==> src/rtl/mmu_banked.sv <==
// mmu_banked: CPU address decode into I/O, bank register and banked RAM,
// with I/O wait-state insertion and a boot-ROM-to-RAM copy after reset.
module mmu_banked #(
    parameter int unsigned ADDR_W        = 16,
    parameter int unsigned DATA_W        = 8,
    parameter int unsigned BANK_W        = 2,
    parameter int unsigned IO_LIMIT      = 16'h0200,
    parameter int unsigned BANK_REG_ADDR = 16'h01FF,
    parameter int unsigned WIN_BASE      = 16'h8000,
    parameter int unsigned WIN_LOG2      = 13,
    parameter int unsigned IO_WAIT       = 1,
    parameter int unsigned BOOT_LEN      = 256,
    parameter int unsigned BOOT_BASE     = 16'hFF00
) (
    input  logic                       clk,
    input  logic                       rst,
    input  logic [ADDR_W-1:0]          addr,
    input  logic                       cpu_we,
    input  logic [DATA_W-1:0]          cpu_do,
    output logic [DATA_W-1:0]          cpu_di,
    output logic                       cpu_rdy,
    output logic [ADDR_W+BANK_W-1:0]   ram_addr,
    output logic                       ram_we,
    output logic [DATA_W-1:0]          ram_di,
    input  logic [DATA_W-1:0]          ram_do,
    output logic                       io_we,
    output logic [DATA_W-1:0]          io_di,
    input  logic [DATA_W-1:0]          io_do,
    output logic [((BOOT_LEN > 1) ? $clog2(BOOT_LEN) : 1)-1:0] boot_addr,
    input  logic [DATA_W-1:0]          boot_data,
    output logic                       boot_busy
);

    localparam int unsigned PA_W = ADDR_W + BANK_W;
    localparam int unsigned BA_W = (BOOT_LEN > 1) ? $clog2(BOOT_LEN) : 1;
    localparam int unsigned WC_W = (IO_WAIT > 1) ? $clog2(IO_WAIT) : 1;

    localparam logic [BA_W-1:0]   BOOT_LAST = BA_W'((BOOT_LEN > 0) ? BOOT_LEN - 1 : 0);
    localparam logic [WC_W-1:0]   WAIT_LOAD = WC_W'((IO_WAIT > 0) ? IO_WAIT - 1 : 0);
    localparam logic [ADDR_W-1:0] BANK_A    = ADDR_W'(BANK_REG_ADDR);
    localparam logic [ADDR_W-1:0] IO_LIM_A  = ADDR_W'(IO_LIMIT);
    localparam logic [ADDR_W-1:0] WIN_A     = ADDR_W'(WIN_BASE);
    localparam logic [ADDR_W-1:0] BOOT_A    = ADDR_W'(BOOT_BASE);

    typedef enum logic [1:0] {
        ST_INIT,
        ST_BOOT,
        ST_RUN,
        ST_IOWAIT
    } state_t;

    state_t            state_reg;
    logic [BA_W-1:0]   boot_cnt_reg;
    logic [BANK_W-1:0] bank_reg;
    logic [WC_W-1:0]   wait_cnt_reg;

    logic              is_bank;
    logic              is_io;
    logic              in_win;
    logic              io_ready;
    logic [PA_W-1:0]   cpu_phys;
    logic [PA_W-1:0]   boot_phys;

    // The bank register sits inside I/O space but takes priority over it.
    assign is_bank = (addr == BANK_A);
    assign is_io   = !is_bank && (addr < IO_LIM_A);
    assign in_win  = (addr[ADDR_W-1:WIN_LOG2] == WIN_A[ADDR_W-1:WIN_LOG2]);

    assign cpu_phys  = in_win ? {bank_reg, addr} : {BANK_W'(0), addr};
    assign boot_phys = {BANK_W'(0), ADDR_W'(BOOT_A + ADDR_W'(boot_cnt_reg))};

    // In RUN an I/O access completes at once only when no wait states are set.
    assign io_ready = (state_reg == ST_IOWAIT) ? (wait_cnt_reg == '0) : (IO_WAIT == 0);

    assign boot_addr = boot_cnt_reg;
    assign boot_busy = (state_reg == ST_INIT) || (state_reg == ST_BOOT);
    assign io_di     = cpu_do;

    always_comb begin
        cpu_di   = '0;
        cpu_rdy  = 1'b0;
        ram_addr = cpu_phys;
        ram_we   = 1'b0;
        ram_di   = cpu_do;
        io_we    = 1'b0;
        case (state_reg)
            ST_INIT: begin
                ram_addr = boot_phys;
            end
            ST_BOOT: begin
                ram_addr = boot_phys;
                ram_di   = boot_data;
                ram_we   = 1'b1;
            end
            ST_RUN, ST_IOWAIT: begin
                if (is_bank) begin
                    cpu_rdy = 1'b1;
                    cpu_di  = DATA_W'(bank_reg);
                end else if (is_io) begin
                    cpu_rdy = io_ready;
                    cpu_di  = io_do;
                    io_we   = cpu_we & io_ready;
                end else begin
                    cpu_rdy = 1'b1;
                    cpu_di  = ram_do;
                    ram_we  = cpu_we;
                end
            end
            default: ;
        endcase
    end

    always_ff @(posedge clk or posedge rst) begin
        if (rst) begin
            state_reg    <= ST_INIT;
            boot_cnt_reg <= '0;
            bank_reg     <= '0;
            wait_cnt_reg <= '0;
        end else begin
            case (state_reg)
                ST_INIT: begin
                    state_reg <= (BOOT_LEN == 0) ? ST_RUN : ST_BOOT;
                end
                ST_BOOT: begin
                    boot_cnt_reg <= boot_cnt_reg + BA_W'(1);
                    if (boot_cnt_reg == BOOT_LAST) begin
                        state_reg <= ST_RUN;
                    end
                end
                ST_RUN: begin
                    if (is_bank) begin
                        if (cpu_we) begin
                            bank_reg <= cpu_do[BANK_W-1:0];
                        end
                    end else if (is_io && (IO_WAIT > 0)) begin
                        state_reg    <= ST_IOWAIT;
                        wait_cnt_reg <= WAIT_LOAD;
                    end
                end
                ST_IOWAIT: begin
                    // Always leave via RUN so a held address starts a fresh access.
                    if (wait_cnt_reg == '0) begin
                        state_reg <= ST_RUN;
                    end else begin
                        wait_cnt_reg <= wait_cnt_reg - WC_W'(1);
                    end
                end
                default: state_reg <= ST_INIT;
            endcase
        end
    end

endmodule

==> config.mk <==
export PLATFORM = sky130hd
export DESIGN_NAME = mmu_banked
export DESIGN_NICKNAME = d
export VERILOG_FILES = /design/src/rtl/mmu_banked.sv
export SDC_FILE = /design/constraint.sdc
export NUM_CORES = 1
export LEC_CHECK = 0
export ABC_AREA = 1
export BUFFER_PORTS_ARGS = -buffer_cell sky130_fd_sc_hd__buf_2
export CAP_MARGIN = 20
export CORE_ASPECT_RATIO = 0.6
export CORE_MARGIN = 5
export CORE_UTILIZATION = 43
export DETAILED_ROUTE_END_ITERATION = 8
export GPL_TIMING_DRIVEN = 0
export PLACE_DENSITY = 0.87
export SKIP_CTS_REPAIR_TIMING = 1
export SLEW_MARGIN = 25
export SYNTH_ARGS = -nofsm -noshare
export SYNTH_HDL_FRONTEND = slang
export SYNTH_SLANG_ARGS = --single-unit
==> constraint.sdc <==
create_clock -name clk -period 2.77 [get_ports clk]
set_input_delay 0.4155 -clock clk [delete_from_list [all_inputs] [get_ports clk]]
set_output_delay 0.4155 -clock clk [all_outputs]
set_load 0.03 [all_outputs]
==> Word level (Yosys, flattened, before mapping) <==
Index checks and enable logic that the tools add are counted.
{ "totals": {"reg_bits": 13, "input_bits": 51, "output_inout_bits": 54, "elab_cells": 55} }
{ "classes": {"add_sub_neg": 3, "magnitude_cmp": 1, "eq_ne": 10, "muxes": 25, "n_bitwise": 2, "reduce_logical": 10} }
{ "op_table": {"columns": ["operator", "n"], "rows": [
  ["$mux W18", 2],
  ["$mux W8", 4],
  ["$eq A16 B9 Y1 const B", 1],
  ["$lt A16 B10 Y1 const B", 1],
  ["$mux W1", 12],
  ["$add A9 B9 Y10 const A", 1],
  ["$add A8 B1 Y8 const B", 1],
  ["$eq A8 B8 Y1 const B", 1],
  ["$mux W2", 4],
  ["$pmux W2 S4", 1],
  ["$ne A2 B2 Y1 const B", 3],
  ["$reduce_and A3 Y1", 2],
  ["$eq A2 B2 Y1 const B", 2],
  ["$pmux W1 S2", 2],
  ["$reduce_and A4 Y1", 1],
  ["$reduce_or A2 Y1", 2],
  ["$eq A3 B3 Y1 const B", 1],
  ["$eq A2 B1 Y1 const B", 1],
  ["$logic_not A2 Y1", 1],
  ["$ne A2 B1 Y1 const B", 1],
  ["$reduce_bool A2 Y1", 1],
  ["$and A1 B1 Y1", 1],
  ["$logic_and A1 B1 Y1", 1],
  ["$logic_not A1 Y1", 1],
  ["3 further kinds", 3]
]} }

==> Depth between registers and ports, before layout <==
Gate-level depths: netlist (run 1).
{ "depth": {"word_depth": 6, "ltp_mapped": 8, "mapped_depth_nobuf": 8} }

==> Worst setup path before layout (run 1) <==
OpenSTA, ideal clock, no wires.
{ "synth_path": {"kind": "in2out", "from": "input port addr[9]", "to": "output port ram_we", "arrival_time_ns": 1.419, "required_time_ns": 2.355, "path_slack_ns": 0.935, "cell_stages": 4, "n_path_buf": 0, "cell_sequence": "inv_1 > nand2_2 > nor2_8 > o31ai_1"} }
{ "synth_between": {"elab_chain_len": 6, "elab_cells_between_ends": 7, "classes_between": "order compare (1); eq/ne (1); mux (3); reduce/logical (2)"} }
{ "synth_rtl": {"columns": ["item", "line_no", "text"], "rows": [
  ["start: declaration", "17", "input logic [ADDR_W-1:0] addr,"],
  ["parallel branches: the longest is 4 deep, another holds $lt A16 B10 Y1", null, null],
  ["$mux W1 *", "96", "if (is_bank) begin"],
  ["$pmux W1 S2 *", "86", "case (state_reg)"],
  ["end: declaration", "23", "output logic ram_we,"]
]} }
Every way passes the cells marked *.

==> Worst setup path after layout (run 1) <==
{ "layout_path": {"from": "register state_reg[1]", "to": "output port cpu_di[2]"} }
{ "layout_between": {"elab_chain_len": 3, "elab_cells_between_ends": 4, "classes_between": "eq/ne (2); mux (1); reduce/logical (1)"} }
{ "layout_rtl": {"columns": ["item", "line_no", "text"], "rows": [
  ["start: declaration", "52", "state_t state_reg;"],
  ["start signal: assignment", "122", "state_reg <= (BOOT_LEN == 0) ? ST_RUN : ST_BOOT;"],
  ["$eq A2 B2 Y1", "86", null],
  ["$reduce_or A2 Y1 *", "86", null],
  ["$mux W8 *", "86", null],
  ["end: declaration", "20", "output logic [DATA_W-1:0] cpu_di,"]
]} }
Every way passes the cells marked *; elsewhere a longest branch is shown, timed or not.

==> results of run 1 <==
-- final cells by class --
type                       count  area [sq um]
buffer                        13         90.09
clock buffer                   3         41.29
fill                         284         980.9
inverter                      33         126.4
multi-input combinational    164         797.0
sequential                    12         300.3
tap                           42         52.55
timing repair buffer         104         520.5
-- routing by layer --
layer | wire length [um] | track usage (%) | part of all wire, % | up-vias
li1 | - | - | - | 884
met1 | 1783 | 24.10 | 42 | 726
met2 | 1853 | 33.65 | 44 | 89
met3 | 559 | 8.591 | 13 | 2
met4 | 8 | 3.371 | 0.19 | 0
met5 | 0 | 0 | 0 | -
-- metrics by stage --
step                std cells  hold WS, ns  cell area, sq um
floorplan                 222       0.2802              1314
global placement          368       0.4519              1887
detailed placement        368       0.4548              1887
CTS                       371       0.1947              1928
global route              371       0.2237              1928
finish                    371       0.1777              1928
-- path summary, 6_finish.rpt --
path	start	endpoint	slack (ns)	cells past startpoint
max	state_reg[1]	cpu_di[2]	0.82	5
min	rst	boot_addr[6]	0.18	2
max reg2reg	state_reg[1]	boot_addr[7]	1.49	7
min reg2reg	bank_reg[0]	bank_reg[0]	0.51	2
max in group asynchronous	rst	boot_addr[0]	2.27	2
min in group clk	cpu_do[0]	bank_reg[0]	0.46	3
-- cells in the final DEF (no fill, tap or decap), types with 2 or more instances in the layout --
cell type  count
nand2_2        2
nand3_1       12
nand4_1        3
inv_2          5
nor3_1         3
or2_2          2
nand2_4        2
buf_2        107
nor2_2         3
xor2_1         6
nand3_2        3
inv_1         27
clkbuf_8       3
buf_4          8
nand2_1       79
nor2_4         2
nor2_1        32
o21ai_0        9
dfrtp_1       12
nor2_8         2
-- synthesized netlist by cell type, types with 2 or more instances --
library cell,number,area [sq um]
nand2_1,79,296.5
nor2_1,32,120.1
inv_1,27,101.4
dfrtp_1,12,300.3
nand3_1,12,60.06
o21ai_0,9,45.04
buf_4,8,60.06
xor2_1,6,52.55
inv_2,5,18.77
buf_2,3,15.01
nand3_2,3,30.03
nand4_1,3,18.77
nor2_2,3,18.77
nor3_1,3,15.01
nand2_2,2,12.51
nand2_4,2,22.52
nor2_4,2,22.52
nor2_8,2,40.04
or2_2,2,12.51
-- where the power goes --
part	internal (mW)	leakage [nW]	total, mW	switching [mW]
clock network	0.0957	0.0216	0.158	0.0625
registers	0.176	0.153	0.176	0
logic	0.0503	1.01	0.119	0.0686
total	0.322	1.18	0.453	0.131
-- cells by family after synthesis --
logic type,count (synthesis),share of synthesized area (%)
adders and majority gates,1,0.9522
AOI/OAI and AO/OA,12,4.761
xor gates and xnor gates,6,4.000
buffers and inverters,46,16.48
DFF,12,22.86
and+or+nand+nor,145,50.95
==> flow_metrics.py, run 1 <==
metrics = {
    "timing": {
        "setup_ws_ns": 0.8205,
        "slew_viol_final": 0,
        "setup_viol": 0,
        "hold_violations": 0,
        "max_freq_mhz": 513.0,
        "worst_slew_pin_slew_ns": 0.4700,
        "skew_ns": 0.003194,
        "fin_tns_setup_ns": 0,
        "slew_headroom_pct": 68.63,
        "fin_crit_sh_pct": 70.38,
        "rsz0062_at_grt": "no",
        "period_minus_slack_ns": 1.949,
    },
    "clock_tree": {
        "clock_sinks": 12,
        "cts_buffer_depth": 2,
        "root_buffer": "clkbuf_8",
        "cts.clk_slew.worst_paths_ns": 0.05,
        "clock_latency_ns": 0.24,
        "cts_tree": "done",
        "h-tree-depth": 1,
        "cts_inserted_buffers": 3,
    },
    "place": {
        "preCtsSetupSlack_ns": 0.8407,
        "io_buffers": 104,
        "dp_hpwl_um": 3623,
        "place_congestion": 0.8417,
    },
    "global_route": {
        "grt_pass1_wl_um": 6699,
        "grt_usage_pct": 20.05,
        "antenna_found_initial": 0,
        "grt_max_degree": 13,
        "grt_pass1_vias": 1598,
        "overflow": 0,
    },
    "yosys": {
        "synth_nets": 274,
        "ys_ff_latch": 12,
        "synthFlopType": "dfrtp_1",
        "yosysWarnings": 0,
        "syn_area_sq_um": 1314,
        "async_flop_share_pct": 100.0,
        "syn_area_per_cell_sq_um": 5.918,
        "seq_area_frac_synth_pct": 22.86,
        "synth_edf_count": 0,
        "yosysUniqueCellTypes": 26,
        "synth_cells": 222,
    },
    "floorplan": {
        "dieArea_sq_um": 4297,
        "core_area_sq_um": 2909,
        "pin_count": 105,
        "fp-row-count": 15,
        "die_w_um": 81.36,
        "die_h_um": 52.82,
        "initial_core_util_pct": 45.16,
    },
    "route": {
        "remaining_drc_errors": 0,
        "final_antenna_net_count": 0,
        "drt-wirelength-per-cell_um": 11.33,
        "detail_route.first_pass.iterations": 5,
        "dr_total_vias": 1701,
        "avgViaCountPerCell": 4.585,
        "wl_um": 4205,
        "drt-initial-drc-count": 96,
    },
    "critical_path": {
        "crit_type": "register to output port",
        "crit_required_ns": 2.35,
        "cp-end-kind": "output port",
        "crit_family": "buffers and inverters",
        "path_max_fanout": 10,
        "worst_path_max_delay_cell": "clkbuf_1",
        "worstPathCellList": "buf_6, clkbuf_1, nand3_1, nor2_1, buf_2",
        "arrival_ns": 1.53,
        "cp-start-kind": "register",
        "critPathMaxStageDelay_ns": 0.35,
        "worstPathBufferInverterCount": 3,
    },
    "job": {
        "cap_violations": 0,
    },
    "power_and_ir_drop": {
        "powerDensity_nw_per_um2": 234.8,
        "leakagePower_nw": 1.185,
        "power.total_mw": 0.4527,
        "vdd_ir_drop_max_mv": 0.1492,
    },
    "min_path": {
        "hold_class": "input port to asynchronous set/reset pin",
    },
    "final_layout": {
        "drive_gt1_share_pct": 42.86,
        "antennaDiodeCount": 0,
        "largest_reg_flops": 8,
        "nNetsFinal": 383,
        "final_core_util_pct": 66.28,
        "synthToLayoutAreaGrowth_pct": 46.76,
    },
    "outcome": {
        "outcome": "completed",
    },
}
Power figures use the tool's default switching activity.
==> run 2, diff against run 1 <==
- CORE_UTILIZATION: 43 -> 36
- PLACE_DENSITY: 0.87 -> 0.78
- clock period: 2.77 -> 1.7 ns (I/O delays scaled with it)
==> flow_metrics.py, run 2 (same netlist as run 1, synthesis figures left out) <==
metrics = {
    "final_layout": {
        "antennaDiodeCount": 0,
        "nFillCells": 386,
        "final_area_sq_um": 1952,
        "layout_common_cells": "104 x buf_2, 79 x nand2_1, 31 x nor2_1",
        "multi_input_area_sq_um": 799.5,
        "layout_commonest_cell": "buf_2",
        "largest_reg_flops": 8,
        "seq_area_sq_um": 300.3,
        "synthToLayoutAreaGrowth_pct": 48.57,
        "nNetsFinal": 383,
        "drive_gt1_share_pct": 43.47,
    },
    "outcome": {
        "outcome": "completed",
    },
    "global_route": {
        "antenna_found_initial": 0,
        "overflow": 0,
        "grt_usage_pct": 16.90,
        "grt_max_degree": 13,
        "grt_pass1_vias": 1574,
        "grt_pass1_wl_um": 6789,
    },
    "critical_path": {
        "crit_type": "register to output port",
        "cp-start-kind": "register",
        "arrival_ns": 1.35,
        "crit_required_ns": 1.44,
        "cp-end-kind": "output port",
        "path_max_fanout": 10,
    },
    "clock_tree": {
        "clock_sinks": 12,
        "cts.clk_slew.worst_paths_ns": 0.06,
        "cts_inserted_buffers": 3,
        "cts_buffer_depth": 2,
        "h-tree-depth": 1,
        "cts_tree": "done",
        "clock_latency_ns": 0.24,
        "root_buffer": "clkbuf_8",
    },
    "min_path": {
        "hold_class": "input port to asynchronous set/reset pin",
    },
    "timing": {
        "skew_ns": 0.009757,
        "setup_viol": 0,
        "fin_tns_setup_ns": 0,
        "rsz0062_at_grt": "no",
        "setup_ws_ns": 0.09238,
        "slew_viol_final": 0,
        "fin_crit_sh_pct": 94.57,
        "hold_violations": 0,
        "worst_slew_pin_slew_ns": 0.4693,
        "period_minus_slack_ns": 1.608,
        "max_freq_mhz": 622.0,
        "slew_headroom_pct": 68.68,
    },
    "route": {
        "remaining_drc_errors": 0,
        "final_antenna_net_count": 0,
        "detail_route.first_pass.iterations": 4,
        "dr_total_vias": 1741,
        "wl_um": 4427,
        "drt-initial-drc-count": 84,
        "drt-wirelength-per-cell_um": 11.77,
        "avgViaCountPerCell": 4.630,
    },
    "job": {
        "cap_violations": 0,
    },
    "floorplan": {
        "pin_count": 105,
        "dieArea_sq_um": 4997,
        "initial_core_util_pct": 36.55,
        "core_area_sq_um": 3595,
        "die_h_um": 56.80,
        "fp-row-count": 17,
        "die_w_um": 87.99,
    },
    "place": {
        "place_congestion": 0.7945,
        "dp_hpwl_um": 3701,
        "io_buffers": 104,
        "preCtsSetupSlack_ns": 0.09792,
        "place_area_sq_um": 1893,
    },
    "power_and_ir_drop": {
        "powerDensity_nw_per_um2": 380.6,
        "power.total_mw": 0.7429,
        "vdd_ir_drop_max_mv": 0.2189,
        "leakagePower_nw": 1.191,
    },
}
run 2: cell count changes in the layout (fill, tap and decap cells not counted):
cell,delta
nor2_1,-1
buf_2,-3
clkbuf_4,+3
clkbuf_1,-1
buf_6,+1
nor2_2,+1
run 2: final timing paths:
| path | from | depth (start not counted) | to | slack (ns) |
|---|---|---|---|---|
| worst max-delay path | state_reg[1] | 4 | ram_addr[6] | 0.09 |
| worst min-delay path | rst | 2 | boot_addr[5] | 0.01 |
| worst max register to register | state_reg[1] | 6 | boot_addr[6] | 0.42 |
| worst min register to register | bank_reg[0] | 2 | bank_reg[0] | 0.52 |
| max in group asynchronous | rst | 2 | boot_addr[1] | 1.35 |
| min in group clk | cpu_do[0] | 3 | bank_reg[0] | 0.31 |
run 2: power by group:
part           switching [mW]  internal (mW)  total (mW)
combinational           0.115         0.0827       0.198
clock                   0.103          0.156       0.259
sequential                  0          0.286       0.286
total                   0.218          0.525       0.743
run 2: stage by stage:
step           std cells  hold WS, ns  utilization (%)
6_report             376      0.01401            54.30
5_1_grt              376      0.05647            54.30
4_1_cts              376      0.03434            53.81
3_5_place_dp         373       0.2900            52.66
3_3_place_gp         373       0.3000            52.66
2_1_floorplan        222       0.1197                -
run 2: area by class of cell:
type / instances / share of cell area, %
multi-input cells: 164 / 40.96
repair buffers: 104 / 26.79
flip-flops and latches: 12 / 15.38
inverters: 33 / 6.474
plain buffers: 13 / 5.256
well taps: 47 / 3.013
clock buffers: 3 / 2.115
run 2: worst max-delay path, stage by stage, from the launching register on:
cell and delay, ns:
dfrtp_1 0.37, buf_6 0.14, clkbuf_4 0.19, o21ai_0 0.18, buf_2 0.23
run 2: layer usage:
layer	global-route usage [%]	wire (um)	up-vias
li1	-	-	880
met1	21.70	1974	762
met2	28.43	1927	99
met3	4.839	525	0
met4	2.626	0	0
met5	0	0	-
